File: src/rtl/multicycle_ctrl.sv
// Multicycle MIPS control FSM: FETCH/DECODE/EXEC/MEM/WB sequencing with a
// variable-latency memory handshake, multi-cycle MULT/DIV stall and sticky traps.
module multicycle_ctrl #(
    parameter int MULT_CYCLES = 4,
    parameter int DIV_CYCLES  = 32,
    parameter bit BIG_ENDIAN  = 1'b0
) (
    input  logic       clk,
    input  logic       rst,
    input  logic [5:0] i_op,
    input  logic [5:0] i_funct,
    input  logic [1:0] i_addr_lo,
    input  logic       i_mem_ready,
    output logic       o_mem_req,
    output logic [3:0] o_mem_we,
    output logic       o_ir_we,
    output logic       o_pc_we,
    output logic       o_regwrite,
    output logic       o_regdst,
    output logic       o_alusrc,
    output logic       o_memtoreg,
    output logic       o_branch,
    output logic       o_jump,
    output logic       o_jr,
    output logic       o_jal,
    output logic       o_sign,
    output logic [2:0] o_lshb,
    output logic       o_hilowrite,
    output logic       o_hilotoreg,
    output logic       o_exc,
    output logic [1:0] o_exc_code,
    output logic       o_busy_mdu
);

    localparam logic [5:0] OP_R   = 6'd0,  OP_J    = 6'd2,  OP_JAL  = 6'd3;
    localparam logic [5:0] OP_BEQ = 6'd4,  OP_BNE  = 6'd5;
    localparam logic [5:0] OP_ADDI = 6'd8, OP_ADDIU = 6'd9, OP_SLTI = 6'd10, OP_SLTIU = 6'd11;
    localparam logic [5:0] OP_ANDI = 6'd12, OP_ORI = 6'd13, OP_XORI = 6'd14, OP_LUI = 6'd15;
    localparam logic [5:0] OP_LB  = 6'd32, OP_LH   = 6'd33, OP_LW   = 6'd35;
    localparam logic [5:0] OP_LBU = 6'd36, OP_LHU  = 6'd37;
    localparam logic [5:0] OP_SB  = 6'd40, OP_SH   = 6'd41, OP_SW   = 6'd43;

    localparam logic [5:0] FN_JR   = 6'b001000, FN_JALR = 6'b001001;
    localparam logic [5:0] FN_MFHI = 6'b010000, FN_MTHI = 6'b010001;
    localparam logic [5:0] FN_MFLO = 6'b010010, FN_MTLO = 6'b010011;

    localparam int MAXC = (MULT_CYCLES > DIV_CYCLES) ? MULT_CYCLES : DIV_CYCLES;
    localparam int CW   = (MAXC > 1) ? $clog2(MAXC) : 1;
    localparam logic [CW-1:0] MULT_LAST = CW'(MULT_CYCLES - 1);
    localparam logic [CW-1:0] DIV_LAST  = CW'(DIV_CYCLES - 1);

    typedef enum logic [2:0] {
        S_FETCH, S_DECODE, S_EXEC, S_MEM, S_WB, S_MDU, S_TRAP
    } state_t;

    state_t          r_state;
    logic [5:0]      r_op;
    logic [5:0]      r_funct;
    logic [1:0]      r_addr_lo;
    logic [CW-1:0]   r_cnt;
    logic [1:0]      r_exc_code;

    function automatic logic f_legal(input logic [5:0] op);
        return op inside {OP_R, OP_J, OP_JAL, OP_BEQ, OP_BNE, OP_ADDI, OP_ADDIU,
                          OP_SLTI, OP_SLTIU, OP_ANDI, OP_ORI, OP_XORI, OP_LUI,
                          OP_LB, OP_LH, OP_LW, OP_LBU, OP_LHU, OP_SB, OP_SH, OP_SW};
    endfunction

    function automatic logic f_mdu(input logic [5:0] op, input logic [5:0] fn);
        return (op == OP_R) && (fn[5:2] == 4'b0110);
    endfunction

    logic w_rtype, w_load, w_store, w_imm, w_zext, w_br, w_j, w_jal, w_jr, w_jalr;
    logic w_mf, w_mt, w_half, w_word, w_misalign, w_mdu_last;
    logic [3:0] w_lanes;
    logic [2:0] w_lshb;

    assign w_rtype  = (r_op == OP_R);
    assign w_load   = r_op inside {OP_LB, OP_LH, OP_LW, OP_LBU, OP_LHU};
    assign w_store  = r_op inside {OP_SB, OP_SH, OP_SW};
    assign w_imm    = (r_op[5:3] == 3'b001);
    assign w_zext   = r_op inside {OP_ANDI, OP_ORI, OP_XORI, OP_LUI};
    assign w_br     = (r_op == OP_BEQ) || (r_op == OP_BNE);
    assign w_j      = (r_op == OP_J);
    assign w_jal    = (r_op == OP_JAL);
    assign w_jr     = w_rtype && (r_funct == FN_JR);
    assign w_jalr   = w_rtype && (r_funct == FN_JALR);
    assign w_mf     = w_rtype && ((r_funct == FN_MFHI) || (r_funct == FN_MFLO));
    assign w_mt     = w_rtype && ((r_funct == FN_MTHI) || (r_funct == FN_MTLO));

    // Access size is encoded in op[1:0] for every load/store: 00 byte, 01 half, 11 word.
    assign w_half     = (r_op[1:0] == 2'b01);
    assign w_word     = (r_op[1:0] == 2'b11);
    assign w_misalign = (w_half && i_addr_lo[0]) || (w_word && (i_addr_lo != 2'b00));
    assign w_mdu_last = (r_cnt == (r_funct[1] ? DIV_LAST : MULT_LAST));

    always_comb begin
        w_lanes = 4'b1111;
        if (r_op[1:0] == 2'b00)
            w_lanes = BIG_ENDIAN ? (4'b1000 >> r_addr_lo) : (4'b0001 << r_addr_lo);
        else if (r_op[1:0] == 2'b01)
            w_lanes = (r_addr_lo[1] ^ BIG_ENDIAN) ? 4'b1100 : 4'b0011;
    end

    always_comb begin
        case (r_op)
            OP_LB:   w_lshb = 3'b000;
            OP_LBU:  w_lshb = 3'b001;
            OP_LH:   w_lshb = 3'b010;
            OP_LHU:  w_lshb = 3'b011;
            OP_LW:   w_lshb = 3'b100;
            default: w_lshb = 3'b000;
        endcase
    end

    always_ff @(posedge clk or posedge rst) begin
        if (rst) begin
            r_state    <= S_FETCH;
            r_op       <= '0;
            r_funct    <= '0;
            r_addr_lo  <= '0;
            r_cnt      <= '0;
            r_exc_code <= '0;
        end else begin
            case (r_state)
                S_FETCH: if (i_mem_ready) r_state <= S_DECODE;
                S_DECODE: begin
                    r_op    <= i_op;
                    r_funct <= i_funct;
                    if (!f_legal(i_op)) begin
                        r_exc_code <= 2'b01;
                        r_state    <= S_TRAP;
                    end else if (f_mdu(i_op, i_funct)) begin
                        r_cnt   <= '0;
                        r_state <= S_MDU;
                    end else begin
                        r_state <= S_EXEC;
                    end
                end
                S_EXEC: begin
                    r_addr_lo <= i_addr_lo;
                    if (w_br || w_j || w_jal || w_jr || w_jalr) begin
                        r_state <= S_FETCH;
                    end else if (w_load || w_store) begin
                        if (w_misalign) begin
                            r_exc_code <= w_load ? 2'b10 : 2'b11;
                            r_state    <= S_TRAP;
                        end else begin
                            r_state <= S_MEM;
                        end
                    end else begin
                        r_state <= S_WB;
                    end
                end
                S_MEM: if (i_mem_ready) r_state <= w_load ? S_WB : S_FETCH;
                S_WB: r_state <= S_FETCH;
                S_MDU: begin
                    if (w_mdu_last) begin
                        r_cnt   <= '0;
                        r_state <= S_FETCH;
                    end else begin
                        r_cnt <= r_cnt + 1'b1;
                    end
                end
                S_TRAP: r_state <= S_TRAP;
                default: r_state <= S_FETCH;
            endcase
        end
    end

    // Outputs are decoded from state and the latched instruction; reset forces them all low.
    always_comb begin
        o_mem_req   = 1'b0;
        o_mem_we    = 4'b0000;
        o_ir_we     = 1'b0;
        o_pc_we     = 1'b0;
        o_regwrite  = 1'b0;
        o_regdst    = 1'b0;
        o_alusrc    = 1'b0;
        o_memtoreg  = 1'b0;
        o_branch    = 1'b0;
        o_jump      = 1'b0;
        o_jr        = 1'b0;
        o_jal       = 1'b0;
        o_sign      = 1'b0;
        o_lshb      = 3'b000;
        o_hilowrite = 1'b0;
        o_hilotoreg = 1'b0;
        o_exc       = 1'b0;
        o_exc_code  = 2'b00;
        o_busy_mdu  = 1'b0;
        if (!rst) begin
            case (r_state)
                S_FETCH: begin
                    o_mem_req = 1'b1;
                    o_ir_we   = i_mem_ready;
                    o_pc_we   = i_mem_ready;
                end
                S_EXEC: begin
                    o_regdst   = w_rtype;
                    o_alusrc   = w_load || w_store || w_imm;
                    o_sign     = (w_load || w_store || w_imm) && !w_zext;
                    o_branch   = w_br;
                    o_jump     = w_j || w_jal;
                    o_jal      = w_jal;
                    o_jr       = w_jr || w_jalr;
                    o_pc_we    = w_j || w_jal || w_jr || w_jalr;
                    o_regwrite = w_jal || w_jalr;
                end
                S_MEM: begin
                    o_mem_req = 1'b1;
                    o_mem_we  = w_store ? w_lanes : 4'b0000;
                    o_lshb    = w_load ? w_lshb : 3'b000;
                end
                S_WB: begin
                    o_regwrite  = !w_mt;
                    o_regdst    = w_rtype && !w_mt;
                    o_memtoreg  = w_load;
                    o_lshb      = w_load ? w_lshb : 3'b000;
                    o_hilotoreg = w_mf;
                    o_hilowrite = w_mt;
                end
                S_MDU: begin
                    o_busy_mdu  = 1'b1;
                    o_hilowrite = w_mdu_last;
                end
                S_TRAP: begin
                    o_exc      = 1'b1;
                    o_exc_code = r_exc_code;
                end
                default: ;
            endcase
        end
    end

endmodule

File: config.mk
export PLATFORM = sky130hd
export DESIGN_NAME = multicycle_ctrl
export DESIGN_NICKNAME = d
export VERILOG_FILES = /design/src/rtl/multicycle_ctrl.sv
export SDC_FILE = /design/constraint.sdc
export NUM_CORES = 1
export LEC_CHECK = 0
export CORE_MARGIN = 2
export CORE_UTILIZATION = 35
export DETAILED_ROUTE_END_ITERATION = 8
export PLACE_DENSITY = 0.63
export SLEW_MARGIN = 10
export SYNTH_ARGS = -nofsm -noshare
export SYNTH_HDL_FRONTEND = slang
export SYNTH_SLANG_ARGS = --single-unit
File: constraint.sdc
create_clock -name clk -period 2.3 [get_ports clk]
set_input_delay 0.46 -clock clk [delete_from_list [all_inputs] [get_ports clk]]
set_output_delay 0.46 -clock clk [all_outputs]
set_load 0.005 [all_outputs]
==> results.md, run 1 <==
- Largest net degree at the start of global routing: 25
- Slew @ Worst Pin: 490.5 ps
- Design Power: 2679 uW
- IO Count: 42
- CP max stage delay: 390 ps
- Vias after detailed routing: 1767
- Layout Skew: 3.043 ps
- H-Tree Depth: 1
- Placed cell area: 2321 sq um
- First-pass GRT wire length: 7852 um
- Via density: 5.322
- Pins Over Slew Limit: 0
- Post-Syn Nets: 207
- Sink Count: 24
- Peak supply drop: 0.5296 mV
- FP Rows: 24
- Total Wirelength: 4980 um
- PnR worst setup slack: -1.235 ps
- Area contributors post-synth: dfrtp_1, mux2_1, nand2_1, nor2_1, a21oi_1
- RSZ-0062 raised after global routing: true
- Synth area leader: dfrtp_1
- Cell Area, Synth: 1579 sq um
- Wirelength per Cell: 15.00 um
- Share of layout cells above drive strength 1: 35.36%
- Seq/Total Area, Yosys: 38.03%
- EDFF count, synth: 0
- Slew margin rel.: 67.12%
- Syn_area_per_cell: 8.355 sq um
- Hold path start: r_cnt[0]
- Drt pass-1 iters: 4
- Post-synth top area share: 38.03%
- TNS Setup: -1.235 ps
- Final hold vios: 0
- Area growth, synth to finish: 67.43%
- Post-route DRC violation count: 0
- Sum of buffers and inverters on the critical path: 4
- Num CTS Buffers: 3
- Core area: 4354 sq um
- TritonCTS clock tree: built
- Clock power frac: 9.6%
- Top-count cell post-synth: dfrtp_1
- CP max FO: 8
- Cell family with most CP delay: buffers and inverters
- Cts hold-fix bufs: 0
- Number of global-route vias before repair: 1607
- Antenna violations before repair: 0
- Port Buffer Count: 41
- Most used DFF post-synth: dfrtp_1
- Power share of the sequential group: 30.8%
- Fin area: 2644 sq um
- Reg2reg end: r_cnt[3]
- Final setup violation count: 1
- Reg-to-Reg Start: r_state[2]
- Grt ovf: 0
- Mapped Cells: 189
- Layout Utilization: 60.72%
- Most instantiated cells after synthesis: dfrtp_1, nand2_1, nor2_1
- Nets: 300
- Cell mode on critical path: buf_4
- Yosys warnings: 0
- Sw frac: 42.49%
- Gate power share: 59.6%
- Routability congestion estimate from global placement: 0.9527
- Maxcap violations: 0
- Fin crit share: 100.1%
- Die X: 71.17 um
- Worst Hold Path EP: r_cnt[0]
- Post-route ant nets: 0
- Power Density: 1013 nW/um^2
- Root Driver: clkbuf_8
- Cell Chain, Critical Path: buf_4 > buf_6 > nand2_1 > nor2_1 > nand4_1 > buf_4 > a21oi_1 > clkdlybuf4s15_1
- Post-DP HPWL: 3649 um
- Synthesis-stage register bit count: 24
- Worst setup SP type: flop
- Worst slack at placement: -386.8 ps
- DRT iter0 DRCs: 133
- Internal power: 1541 uW
- Fmax achieved: 434.5 MHz
- Clock latency on the worst-skew pair: 270 ps
- Starting density of the core: 36.26%
- Worst Path Arrival: 1840 ps
- Gr usage total: 19.53%
- Reg2reg path depth: 7
- Critical Path End Type: output port
- N_diodes: 0
- Setup slack, reg-to-reg: 490 ps
- Outcome: finished with violations
- Unique cell type count in the Yosys netlist: 43
- Max clock buf depth: 2
- CP Data Required Time: 1840 ps
- Clk slew on worst S/H paths: 80 ps
- Leak: 0.001325 uW
- Minimum clock period: 2301 ps
- Slowest-stage cell, CP: dfrtp_2
- Die height: 71.17 um
- Die area: 5064 sq um
- Switching pwr: 1138 uW
- Share of flip-flops with an asynchronous set or reset: 100.0%
- Failing checks: negative setup slack
- Hold depth: 1
- CP Class: reg -> out
- Worst hold-check path type: reg -> reg
## cells by family after synthesis
| kind of cell | after synthesis | share of synthesized area (%) |
|---|---|---|
| AND/OR/NAND/NOR | 89 | 28.45 |
| flip-flops | 24 | 38.04 |
| multiplexers | 11 | 7.766 |
| buffers and inverters | 15 | 3.803 |
| adder cells (fa/ha/maj) | 1 | 0.7923 |
| AO/OA/AOI/OAI | 49 | 21.16 |
## how the worst max path moves through the flow
stage | startpoint | end | slack [ps] | depth (start not counted)
2_1_floorplan | rst | o_mem_we[1] | 280 | 5
3_3_place_gp | rst | o_pc_we | -330 | 6
3_5_place_dp | rst | o_lshb[2] | -390 | 6
4_1_cts | r_state[0] | o_lshb[2] | -40 | 8
5_1_grt | r_state[0] | o_mem_we[3] | -90 | 8
6_report | r_state[0] | o_mem_we[3] | -1 | 8
## through the flow
stage          instances  hold WS (ps)
2_1_floorplan        189         454.5
3_3_place_gp         315         469.6
3_5_place_dp         315         495.9
4_1_cts              326         519.7
5_1_grt              332         549.2
6_report             332         513.1
## layout by cell type (no fill, tap or decap), types with 7 or more instances in the layout
master	netlist	layout
o21ai_1	8	7
buf_4	0	51
nor2_1	21	15
a21oi_1	10	8
clkdlybuf4s50_1	0	16
dlygate4sd2_1	0	12
dfrtp_1	24	20
mux2_1	10	10
nand2_1	23	23
dlymetal6s2s_1	0	8
## worst reg2reg max path, stage by stage, from the launching register on
cell,delay (ps)
dfrtp_2,490
buf_4,190
nor2b_1,240
buf_4,160
nand2_1,80
or2_1,280
nor3_1,210
a21o_1,110
## power by group through the flow
stage          combinational [uW]  sequential [uW]  clock, uW
5_1_grt                      1740              855        284
6_report                     1600              826        256
3_5_place_dp                 1270              791          0
2_1_floorplan                 775              753          0
3_3_place_gp                 1260              785          0
4_1_cts                      1440              818        259
## cell type report
type	count	area, sq um
clock buffers	3	41.29
fillers	376	1710
flip-flops and latches	24	605.6
repair buffers	94	800.8
multi-input cells	150	1097
inverters	9	33.78
well taps	52	65.06
## repair_timing
item,CTS,global route
setup buffers,8,6
gates resized for setup,49,29
pin swaps,8,8
setup endpoints to repair,24,14
## flip-flops by register name (all words and copies together) (netlist names)
register    flops
r_addr_lo       2
r_cnt           5
r_exc_code      2
r_funct         6
r_op            6
r_state         3
## per-layer routing
| layer | GRT usage (%) | routed length, um | vias to the layer above |
|---|---|---|---|
| li1 | - | - | 866 |
| met1 | 26.79 | 2248 | 851 |
| met2 | 32.51 | 2496 | 42 |
| met3 | 2.991 | 176 | 8 |
| met4 | 4.403 | 57 | 0 |
| met5 | 0 | 0 | - |
No activity file was read; power rests on OpenSTA's default activity.
==> inputs of run 2 (changes only) <==
CTS_CLUSTER_DIAMETER = 120   (was unset)
GPL_ROUTABILITY_DRIVEN = 0   (was unset)
==> results of run 2 <==
No change in the layout: final DEF, timing and power equal those of run 1.
